[config.mk]
export PLATFORM = sky130hd
export DESIGN_NAME = sdrc_wb_bist
export DESIGN_NICKNAME = d
export VERILOG_FILES = /design/src/rtl/sdrc_bist_pkg.sv /design/src/rtl/sdrc_bist_lfsr.sv /design/src/rtl/sdrc_wb_bist.sv
export SDC_FILE = /design/constraint.sdc
export NUM_CORES = 1
export LEC_CHECK = 0
export BUFFER_PORTS_ARGS = -buffer_cell sky130_fd_sc_hd__buf_2
export CAP_MARGIN = 15
export CORE_MARGIN = 3
export CORE_UTILIZATION = 49
export DETAILED_ROUTE_END_ITERATION = 7
export GPL_TIMING_DRIVEN = 0
export PLACE_DENSITY = 0.77
export SLEW_MARGIN = 25
export SYNTH_ARGS = -nofsm -noshare
export SYNTH_HDL_FRONTEND = slang
export SYNTH_SLANG_ARGS = --single-unit
[constraint.sdc]
create_clock -name sys_clk -period 1.93 [get_ports sys_clk]
set_input_delay 0.386 -clock sys_clk [delete_from_list [all_inputs] [get_ports sys_clk]]
set_output_delay 0.386 -clock sys_clk [all_outputs]
set_load 0.01 [all_outputs]
[src/rtl/sdrc_bist_pkg.sv]
// rtl/sdrc_bist_pkg.sv - shared types and constants for the Wishbone BIST engine
package sdrc_bist_pkg;

  typedef enum logic [2:0] {
    ST_IDLE,
    ST_WAIT_INIT,
    ST_WR,
    ST_WR_GAP,
    ST_RD,
    ST_RD_GAP,
    ST_DONE
  } state_e;

  localparam logic [2:0]  CTI_INC   = 3'b010;
  localparam logic [2:0]  CTI_EOB   = 3'b111;
  localparam logic [31:0] LFSR_POLY = 32'h80200003;

  // Right-shifting Galois step: the bit shifted out folds the taps back in.
  function automatic logic [31:0] lfsr_advance(input logic [31:0] v);
    return v[0] ? ((v >> 1) ^ LFSR_POLY) : (v >> 1);
  endfunction

endpackage

[src/rtl/sdrc_bist_lfsr.sv]
// rtl/sdrc_bist_lfsr.sv - 32-bit Galois LFSR pattern source with load and step
module sdrc_bist_lfsr
  import sdrc_bist_pkg::*;
#(
  parameter logic [31:0] SEED = 32'hACE1
) (
  input  logic        clk_i,
  input  logic        rst_n_i,
  input  logic        load_i,
  input  logic        step_i,
  output logic [31:0] value_o
);

  logic [31:0] lfsr_q, lfsr_d;

  always_comb begin
    lfsr_d = lfsr_q;
    if (load_i)      lfsr_d = SEED;
    else if (step_i) lfsr_d = lfsr_advance(lfsr_q);
  end

  always_ff @(posedge clk_i or negedge rst_n_i) begin
    if (!rst_n_i) lfsr_q <= SEED;
    else          lfsr_q <= lfsr_d;
  end

  assign value_o = lfsr_q;

endmodule

[src/rtl/sdrc_wb_bist.sv]
// rtl/sdrc_wb_bist.sv - Wishbone burst BIST master: writes LFSR bursts, reads back, compares
module sdrc_wb_bist
  import sdrc_bist_pkg::*;
#(
  parameter int              DW         = 32,
  parameter int              AW         = 26,
  parameter int              BURST_LEN  = 8,
  parameter int              NUM_BURSTS = 16,
  parameter logic [AW-1:0]   BASE_ADDR  = '0,
  parameter logic [31:0]     SEED       = 32'hACE1,
  parameter int              TIMEOUT    = 1023
) (
  input  logic              sys_clk,
  input  logic              RESETN,
  input  logic              start,
  input  logic              sdr_init_done,
  output logic              wb_cyc_o,
  output logic              wb_stb_o,
  output logic              wb_we_o,
  output logic [AW-1:0]     wb_addr_o,
  output logic [DW-1:0]     wb_dat_o,
  output logic [DW/8-1:0]   wb_sel_o,
  output logic [2:0]        wb_cti_o,
  input  logic              wb_ack_i,
  input  logic [DW-1:0]     wb_dat_i,
  output logic              busy,
  output logic              done,
  output logic              pass,
  output logic              timeout,
  output logic [15:0]       err_cnt,
  output logic [AW-1:0]     fail_addr
);

  localparam int            BEAT_W   = (BURST_LEN  > 1) ? $clog2(BURST_LEN)  : 1;
  localparam int            BURST_W  = (NUM_BURSTS > 1) ? $clog2(NUM_BURSTS) : 1;
  localparam int            TMO_W    = $clog2(TIMEOUT + 1);
  localparam logic [AW-1:0] ADDR_INC = AW'(DW / 8);

  state_e             state_q, state_d;
  logic [BEAT_W-1:0]  beat_q, beat_d;
  logic [BURST_W-1:0] burst_q, burst_d;
  logic [AW-1:0]      addr_q, addr_d;
  logic [TMO_W-1:0]   tmo_q, tmo_d;
  logic               busy_q, busy_d;
  logic               done_q, done_d;
  logic               timeout_q, timeout_d;
  logic [15:0]        err_q, err_d;
  logic [AW-1:0]      fail_q, fail_d;
  logic               lfsr_load, lfsr_step;
  logic [31:0]        lfsr_val;
  logic [DW-1:0]      data_word;
  logic               in_burst, last_beat, last_burst;

  sdrc_bist_lfsr #(.SEED(SEED)) u_lfsr (
    .clk_i   (sys_clk),
    .rst_n_i (RESETN),
    .load_i  (lfsr_load),
    .step_i  (lfsr_step),
    .value_o (lfsr_val)
  );

  // Pattern word is the LFSR value replicated (or truncated) across DW.
  for (genvar i = 0; i < DW; i++) begin : g_word
    assign data_word[i] = lfsr_val[i % 32];
  end

  assign in_burst   = (state_q == ST_WR) || (state_q == ST_RD);
  assign last_beat  = (beat_q == BEAT_W'(BURST_LEN - 1));
  assign last_burst = (burst_q == BURST_W'(NUM_BURSTS - 1));

  always_comb begin
    state_d   = state_q;
    beat_d    = beat_q;
    burst_d   = burst_q;
    addr_d    = addr_q;
    busy_d    = busy_q;
    done_d    = done_q;
    timeout_d = timeout_q;
    err_d     = err_q;
    fail_d    = fail_q;
    lfsr_load = 1'b0;
    lfsr_step = 1'b0;
    tmo_d     = (in_burst && !wb_ack_i) ? tmo_q + TMO_W'(1) : '0;

    case (state_q)
      ST_IDLE, ST_DONE: begin
        if (start) begin
          state_d   = ST_WAIT_INIT;
          busy_d    = 1'b1;
          done_d    = 1'b0;
          timeout_d = 1'b0;
          err_d     = '0;
          fail_d    = '0;
          addr_d    = BASE_ADDR;
          beat_d    = '0;
          burst_d   = '0;
          lfsr_load = 1'b1;
        end
      end
      ST_WAIT_INIT: begin
        if (sdr_init_done) state_d = ST_WR;
      end
      ST_WR, ST_RD: begin
        if (wb_ack_i) begin
          lfsr_step = 1'b1;
          addr_d    = addr_q + ADDR_INC;
          if (state_q == ST_RD && wb_dat_i != data_word) begin
            err_d = (err_q == 16'hFFFF) ? err_q : err_q + 16'd1;
            if (err_q == '0) fail_d = addr_q;
          end
          if (last_beat) begin
            beat_d  = '0;
            state_d = (state_q == ST_WR) ? ST_WR_GAP : ST_RD_GAP;
          end else begin
            beat_d = beat_q + BEAT_W'(1);
          end
        end else if (tmo_q == TMO_W'(TIMEOUT - 1)) begin
          state_d   = ST_DONE;
          timeout_d = 1'b1;
          busy_d    = 1'b0;
          done_d    = 1'b1;
        end
      end
      ST_WR_GAP: begin
        if (last_burst) begin
          burst_d   = '0;
          addr_d    = BASE_ADDR;
          lfsr_load = 1'b1;
          state_d   = ST_RD;
        end else begin
          burst_d = burst_q + BURST_W'(1);
          state_d = ST_WR;
        end
      end
      ST_RD_GAP: begin
        if (last_burst) begin
          state_d = ST_DONE;
          busy_d  = 1'b0;
          done_d  = 1'b1;
        end else begin
          burst_d = burst_q + BURST_W'(1);
          state_d = ST_RD;
        end
      end
      default: state_d = ST_IDLE;
    endcase
  end

  always_ff @(posedge sys_clk or negedge RESETN) begin
    if (!RESETN) begin
      state_q   <= ST_IDLE;
      beat_q    <= '0;
      burst_q   <= '0;
      addr_q    <= '0;
      tmo_q     <= '0;
      busy_q    <= 1'b0;
      done_q    <= 1'b0;
      timeout_q <= 1'b0;
      err_q     <= '0;
      fail_q    <= '0;
    end else begin
      state_q   <= state_d;
      beat_q    <= beat_d;
      burst_q   <= burst_d;
      addr_q    <= addr_d;
      tmo_q     <= tmo_d;
      busy_q    <= busy_d;
      done_q    <= done_d;
      timeout_q <= timeout_d;
      err_q     <= err_d;
      fail_q    <= fail_d;
    end
  end

  // Bus strobes decode straight from the state register so reset drops them at once.
  assign wb_cyc_o  = in_burst;
  assign wb_stb_o  = in_burst;
  assign wb_we_o   = (state_q == ST_WR);
  assign wb_addr_o = addr_q;
  assign wb_dat_o  = (state_q == ST_WR) ? data_word : '0;
  assign wb_sel_o  = '1;
  assign wb_cti_o  = !in_burst ? 3'b000 : (last_beat ? CTI_EOB : CTI_INC);

  assign busy      = busy_q;
  assign done      = done_q;
  assign timeout   = timeout_q;
  assign err_cnt   = err_q;
  assign fail_addr = fail_q;
  assign pass      = done_q && (err_q == '0) && !timeout_q;

endmodule

==> results of run 1 <==
==> timing repair <==
item	in CTS	in global routing
buffers inserted	40	25
hold buffers	1	0
hold endpoints to repair	17	0
gates resized for setup	116	171
cloned	4	7
endpoints found under the setup margin	142	141
pin swaps	53	58
==> synth_stat cells (2+ instances only) <==
| cell type | instances |
|---|---|
| a211o_1 | 2 |
| a211oi_1 | 2 |
| a211oi_2 | 2 |
| a21o_1 | 2 |
| a21oi_1 | 43 |
| a22o_1 | 28 |
| a22oi_1 | 2 |
| and2_1 | 35 |
| and3_1 | 11 |
| and4_1 | 3 |
| buf_1 | 3 |
| buf_2 | 4 |
| buf_4 | 10 |
| clkbuf_1 | 24 |
| conb_1 | 2 |
| dfrtp_1 | 112 |
| dfstp_2 | 8 |
| ha_1 | 8 |
| inv_1 | 6 |
| mux2i_1 | 3 |
| nand2_1 | 97 |
| nand3_1 | 28 |
| nand4_1 | 18 |
| nor2_1 | 47 |
| nor3_1 | 7 |
| nor4_1 | 9 |
| nor4_2 | 3 |
| o21a_1 | 2 |
| o21ai_0 | 24 |
| o31ai_1 | 8 |
| or2_2 | 2 |
| or3_1 | 11 |
| or4_1 | 6 |
| xnor2_1 | 10 |
| xor2_1 | 54 |
==> state kept, by name, indices dropped and copies added (netlist names) <==
name            flops
u_lfsr.value_o     32
state_q             3
fail_addr          25
err_cnt            16
burst_q             4
busy                1
beat_q              3
done                1
wb_addr_o          24
tmo_q              10
timeout             1
==> report_power, final <==
part | internal [uW] | leakage [uW] | switching, uW
sequential | 3010 | 0.00160 | 661
clock | 1980 | 0.000286 | 1310
combinational | 3280 | 0.00276 | 3660
total | 8270 | 0.00464 | 5640
==> kinds of logic after synthesis <==
logic type               Yosys count  share of synthesized area (%)
other                              2                          0.121
adder cells (fa/ha/maj)            8                           1.61
multiplexers                       4                          0.665
flip-flops                       120                           48.5
buffers and inverters             49                           3.77
AO/OA/AOI/OAI                    124                           13.3
XOR/XNOR                          66                           9.54
AND/OR/NAND/NOR                  282                           22.6
==> worst max path at each step <==
stage               cells after the start               start       endpoint
floorplan                               7          err_cnt[7]     err_cnt[5]
global placement                        1              RESETN    err_cnt[10]
detailed placement                      8        wb_dat_i[23]  fail_addr[11]
CTS                                     8  u_lfsr.value_o[11]  fail_addr[12]
global route                            7   u_lfsr.value_o[7]   fail_addr[4]
finish                                  7   u_lfsr.value_o[7]   fail_addr[4]
==> routing by layer <==
| metal | vias to the layer above | global-route usage [%] |
|---|---|---|
| met4 | 0 | 8.83 |
| met5 | - | 0 |
| met3 | 139 | 5.07 |
| met1 | 3273 | 33.6 |
| li1 | 2765 | - |
| met2 | 446 | 47.1 |
==> through the flow <==
stage	area [um2]	util, %	hold WS [ns]	power [uW]
after CTS	8670	71.0	0.214	11800
final	9580	78.5	0.206	13900
after floorplan	6330	-	0.0904	5900
after global placement	7250	59.4	0.461	7000
after detailed placement	7290	59.7	0.426	7150
after global routing	9580	78.5	0.228	14300
==> area by class of cell <==
cell class	instances	share of cell area, %
sequential	120	31.6
tap	168	2.19
buffer	38	4.03
timing repair buffer	218	16.8
clock buffer	19	4.73
multi-input combinational	491	38.7
clock inverter	13	1.51
inverter	7	0.431
==> flow_metrics.py, run 1 <==
metrics = {
    "synthesis": {
        "postSynthAreaPerCell_um2": 9.49,
        "yosys_register_bits": 120,
        "syn-instance-count": 655,
        "synth_ff_type": "dfrtp_1",
        "netlist_area_um2": 6210,
        "synth.distinct_cells": 54,
        "yosys.area.top_type": "dfrtp_1",
        "ys_top_cells_by_area": "dfrtp_1 45%, xor2_1 7.6%, nand2_1 5.9%",
        "synth_top_area_share_pct": 45.1,
        "synth_edf_count": 0,
        "yosysWarnings": 0,
        "async_flop_share_pct": 100,
        "ys_seq_area_share_pct": 48.5,
    },
    "worst_setup_path": {
        "r2r-end": "fail_addr[4]",
        "start_kind": "flop",
        "reg2reg_from": "u_lfsr.value_o[7]",
        "cp_top_family": "simple AND/OR/NAND/NOR gates",
        "reg2reg_slack_ns": -0.41,
        "crit_path_cell_trace": "xor2_1 > nor4_2 > nand3_1 > o31ai_4 > nor4_4 > buf_4 > a22o_1",
        "crit_path_end_kind": "flop",
        "crit_type": "reg -> reg",
        "path_buf_inv": 1,
        "critical_path_required_ns": 2.24,
        "ff2ff_path_depth": 7,
        "path_max_fanout": 6,
        "worst_ep_arrival_time_ns": 2.64,
        "crit_slowest_cell": "dfstp_2",
        "slowest_delay_ns": 0.60,
    },
    "die": {
        "die_area_um2": 14100,
        "row_count": 40,
        "ios": 151,
        "dieWidth_um": 119,
        "die_h_um": 119,
        "core-area_um2": 12200,
        "start_util_pct": 50.9,
    },
    "sta": {
        "max-slew-margin-rel_pct": 57.7,
        "finalSetupViolations": 134,
        "grt_setup_unrepaired": "yes",
        "fin_tns_setup_ns": -31.48,
        "max_clock_freq_mhz": 428,
        "fin_crit_sh_pct": 121,
        "tightest_slew_ns": 0.635,
        "period_needed_ns": 2.34,
        "finClkSkew_ns": 0.0183,
        "slew_violations": 0,
        "worst_slack_ns": -0.409,
        "hold_viol_final": 0,
    },
    "final_layout": {
        "drive_gt1_share_pct": 49.1,
        "synthToLayoutAreaGrowth_pct": 54.2,
        "antennaDiodeCount": 0,
        "seq_area_um2": 3030,
        "num-fill-cells": 687,
        "final_cell_mix": "130 x buf_2, 99 x dfrtp_1, 75 x nand2_1, 55 x buf_4, 49 x xor2_1",
        "nets": 938,
        "stdcell_count": 1074,
        "multi_input_comb_area_um2": 3710,
        "final_common_cell": "buf_2",
    },
    "global_route": {
        "antenna_found_initial": 0,
        "grt_usage_pct": 26.9,
        "grt_pass1_wl_um": 30800,
        "grt_overflow": 0,
        "grt_pass1_vias": 6025,
        "grt_max_degree": 67,
    },
    "route": {
        "routed-wl-met2_um": 12000,
        "remaining_drc_errors": 0,
        "wl_met1_um": 8590,
        "vias": 6623,
        "first_pass_iters": 7,
        "met3_length_um": 1990,
        "viasPerCell": 6.17,
        "antenna_left": 0,
        "initialDrtViolationCount": 664,
        "wl_per_cell_um": 22.3,
        "routed_wl_um": 23900,
        "highest_layer": "met4",
    },
    "worst_hold_path": {
        "hp-start": "sdr_init_done",
        "holdCritPathClass": "in -> reg",
        "whs_path_depth": 2,
        "hold_end": "state_q[0]",
    },
    "cts": {
        "cts.clk_slew.worst_paths_ns": 0.06,
        "cts_buffers": 17,
        "cts-root-buf": "clkbuf_16",
        "clock_path_buffers": 2,
        "htreeDepth": 4,
        "clkLatencyLatePin_ns": 0.44,
        "tritoncts": "built",
        "clock-sinks": 120,
    },
    "power_and_ir_drop": {
        "leakagePower_uw": 0.00464,
        "vdd_drop_max_mv": 0.949,
        "powerDensity_nw_per_um2": 1450,
    },
    "placed_design": {
        "place_inst": 971,
        "io_buffer_count": 143,
        "gp_congestion": 0.881,
        "dp_slack_ns": -0.722,
        "dp.final_hpwl_um": 11900,
    },
    "job": {
        "cap_violations": 0,
    },
    "status": {
        "status": "finished, violations left",
        "violations": "negative setup slack",
    },
}
(Power assumes the default switching activity.)
==> inputs of run 2 (changes only) <==
CORE_MARGIN = 2   (was 3)
CORE_UTILIZATION = 50   (was 49)
PLACE_DENSITY = 0.75   (was 0.77)
SETUP_SLACK_MARGIN = 0.5   (was unset)
clock period = 3 ns   (was 1.93 ns; I/O delays follow)
==> run 2 against run 1 <==
Against the previous run: design area down 16%; first-iteration DRC count down 30%; critical path type unchanged; sequential share of layout area up 5.7 points; cell count down 5.6%; fmax down 4.1%; the run now ends clean; sequential cell count unchanged.
==> flow_metrics.py, run 2 (synthesis results as in run 1) <==
metrics = {
    "worst_setup_path": {
        "reg2reg_from": "state_q[2]",
        "cp_top_family": "compound AO/OA/AOI/OAI gates",
        "r2r-end": "fail_addr[9]",
        "start_kind": "flop",
        "ff2ff_path_depth": 7,
        "crit_path_cell_trace": "buf_8 > mux2i_1 > o21ai_0 > o31ai_4 > a211o_2 > clkbuf_4 > a22o_1",
        "critical_path_required_ns": 3.30,
        "crit_path_start": "state_q[2]",
        "cp-endpoint": "fail_addr[9]",
        "path_buf_inv": 2,
        "crit_type": "reg -> reg",
        "reg2reg_slack_ns": 0.56,
        "crit_path_end_kind": "flop",
        "slowest_delay_ns": 0.47,
        "crit_slowest_cell": "o21ai_0",
        "path_max_fanout": 10,
        "path_depth": 7,
        "worst_ep_arrival_time_ns": 2.74,
    },
    "cts": {
        "clock_path_buffers": 2,
        "clkLatencyLatePin_ns": 0.42,
        "tritoncts": "built",
        "cts-root-buf": "clkbuf_16",
        "clock-sinks": 120,
        "cts.clk_slew.worst_paths_ns": 0.06,
        "htreeDepth": 4,
        "hold_buffers": 0,
        "cts_buffers": 17,
    },
    "route": {
        "remaining_drc_errors": 0,
        "wl_per_cell_um": 17.0,
        "vias": 5724,
        "routed_wl_um": 17300,
        "antenna_left": 0,
        "viasPerCell": 5.64,
        "first_pass_iters": 6,
        "initialDrtViolationCount": 464,
    },
    "sta": {
        "finClkSkew_ns": 0.0103,
        "slew_violations": 0,
        "hold_viol_final": 0,
        "tightest_slew_ns": 0.600,
        "finalSetupViolations": 0,
        "period_needed_ns": 2.44,
        "max-slew-margin-rel_pct": 60.0,
        "grt_setup_unrepaired": "yes",
        "max_clock_freq_mhz": 410,
        "fin_crit_sh_pct": 81.3,
        "fin_tns_setup_ns": 0,
    },
    "final_layout": {
        "nets": 878,
        "final_common_cell": "buf_2",
        "postLayoutCellArea_um2": 8090,
        "antennaDiodeCount": 0,
        "largest_reg_flops": 32,
        "drive_gt1_share_pct": 29.4,
        "synthToLayoutAreaGrowth_pct": 30.1,
        "final_cell_mix": "144 x buf_2, 108 x dfrtp_1, 97 x nand2_1, 54 x xor2_1, 46 x nor2_1",
    },
    "global_route": {
        "grt_pass1_vias": 5507,
        "grt_pass1_wl_um": 27300,
        "grt_overflow": 0,
        "antenna_found_initial": 0,
        "grt_usage_pct": 26.0,
        "grt_max_degree": 62,
    },
    "die": {
        "die_area_um2": 13300,
        "row_count": 40,
        "start_util_pct": 51.5,
        "core-area_um2": 12100,
        "dieWidth_um": 115,
        "ios": 151,
        "die_h_um": 115,
    },
    "status": {
        "status": "finished, final reports clean",
    },
    "power_and_ir_drop": {
        "powerDensity_nw_per_um2": 869,
        "vdd_drop_max_mv": 0.511,
        "leakagePower_uw": 0.00401,
    },
    "placed_design": {
        "io_buffer_count": 143,
        "place_area_um2": 7190,
        "gp_congestion": 0.876,
        "dp.final_hpwl_um": 11600,
    },
    "job": {
        "cap_violations": 0,
    },
    "worst_hold_path": {
        "holdCritPathClass": "in -> async",
    },
}
-- run 2: changes by cell type in the layout (fill, tap and decap cells not counted), moves of 11 or more --
cell	delta
a21oi_2	-27
clkbuf_1	+12
nand2_4	-12
buf_8	-11
buf_4	-35
buf_2	+14
o21ai_0	+13
buf_6	-33
a21oi_1	+29
nand2_1	+22
-- run 2: worst register-to-register path, delay by kind of cell, from the launching register on --
family	cells	cell delay, ns
AOI/OAI and AO/OA	4	1.37
DFF	1	0.46
muxes	1	0.13
buffers and inverters	2	0.38
-- run 2: worst min-delay path by stage --
stage,from,end,cells after the start,slack [ns]
floorplan,RESETN,beat_q[0],0,0.30
global placement,busy,busy,1,0.46
detailed placement,busy,busy,1,0.47
CTS,RESETN,u_lfsr.value_o[27],1,0.19
global route,RESETN,u_lfsr.value_o[27],1,0.21
finish,RESETN,u_lfsr.value_o[27],1,0.16
-- run 2: report_power, final --
group	switching [uW]	total [uW]	leakage, uW	internal [uW]
combinational	1610	2610	0.00210	1000
sequential	314	2250	0.00161	1930
clock	824	2180	0.000305	1350
total	2740	7030	0.00401	4280
-- run 2: through the flow --
step | setup slack (ns) | hold slack [ns] | util (%) | power [uW] | std cells
after floorplan | 0.699 | 0.304 | - | 3700 | 659
after global placement | -0.0864 | 0.463 | 59.3 | 4410 | 970
after detailed placement | 0.0252 | 0.469 | 59.6 | 4500 | 971
after CTS | 0.476 | 0.189 | 65.9 | 6810 | 1008
after global routing | 0.475 | 0.213 | 67.0 | 7400 | 1014
final | 0.560 | 0.163 | 67.0 | 7030 | 1014
-- run 2: repair_timing --
action                                  CTS  global route
gates resized for setup                  26            30
endpoints found under the setup margin   80           116
buffers inserted                          5             6
pin swaps                                 5             5
-- run 2: layout make-up --
cell class	count	area (um2)
Clock inverter	14	184
Sequential cell	120	3020
Clock buffer	18	439
Timing Repair Buffer	155	845
Inverter	7	31.3
Buffer	42	265
Tap cell	168	210
Multi-Input combinational cell	490	3090
Fill cell	974	3980
-- run 2: routing by layer --
metal  vias up  global-route usage [%]  wire length (um)
met1      2843                    33.8              7210
met4         0                    7.31               245
met2       229                    43.5              8720
met5         -                       0                 0
li1       2626                       -                 -
met3        26                    6.28              1110
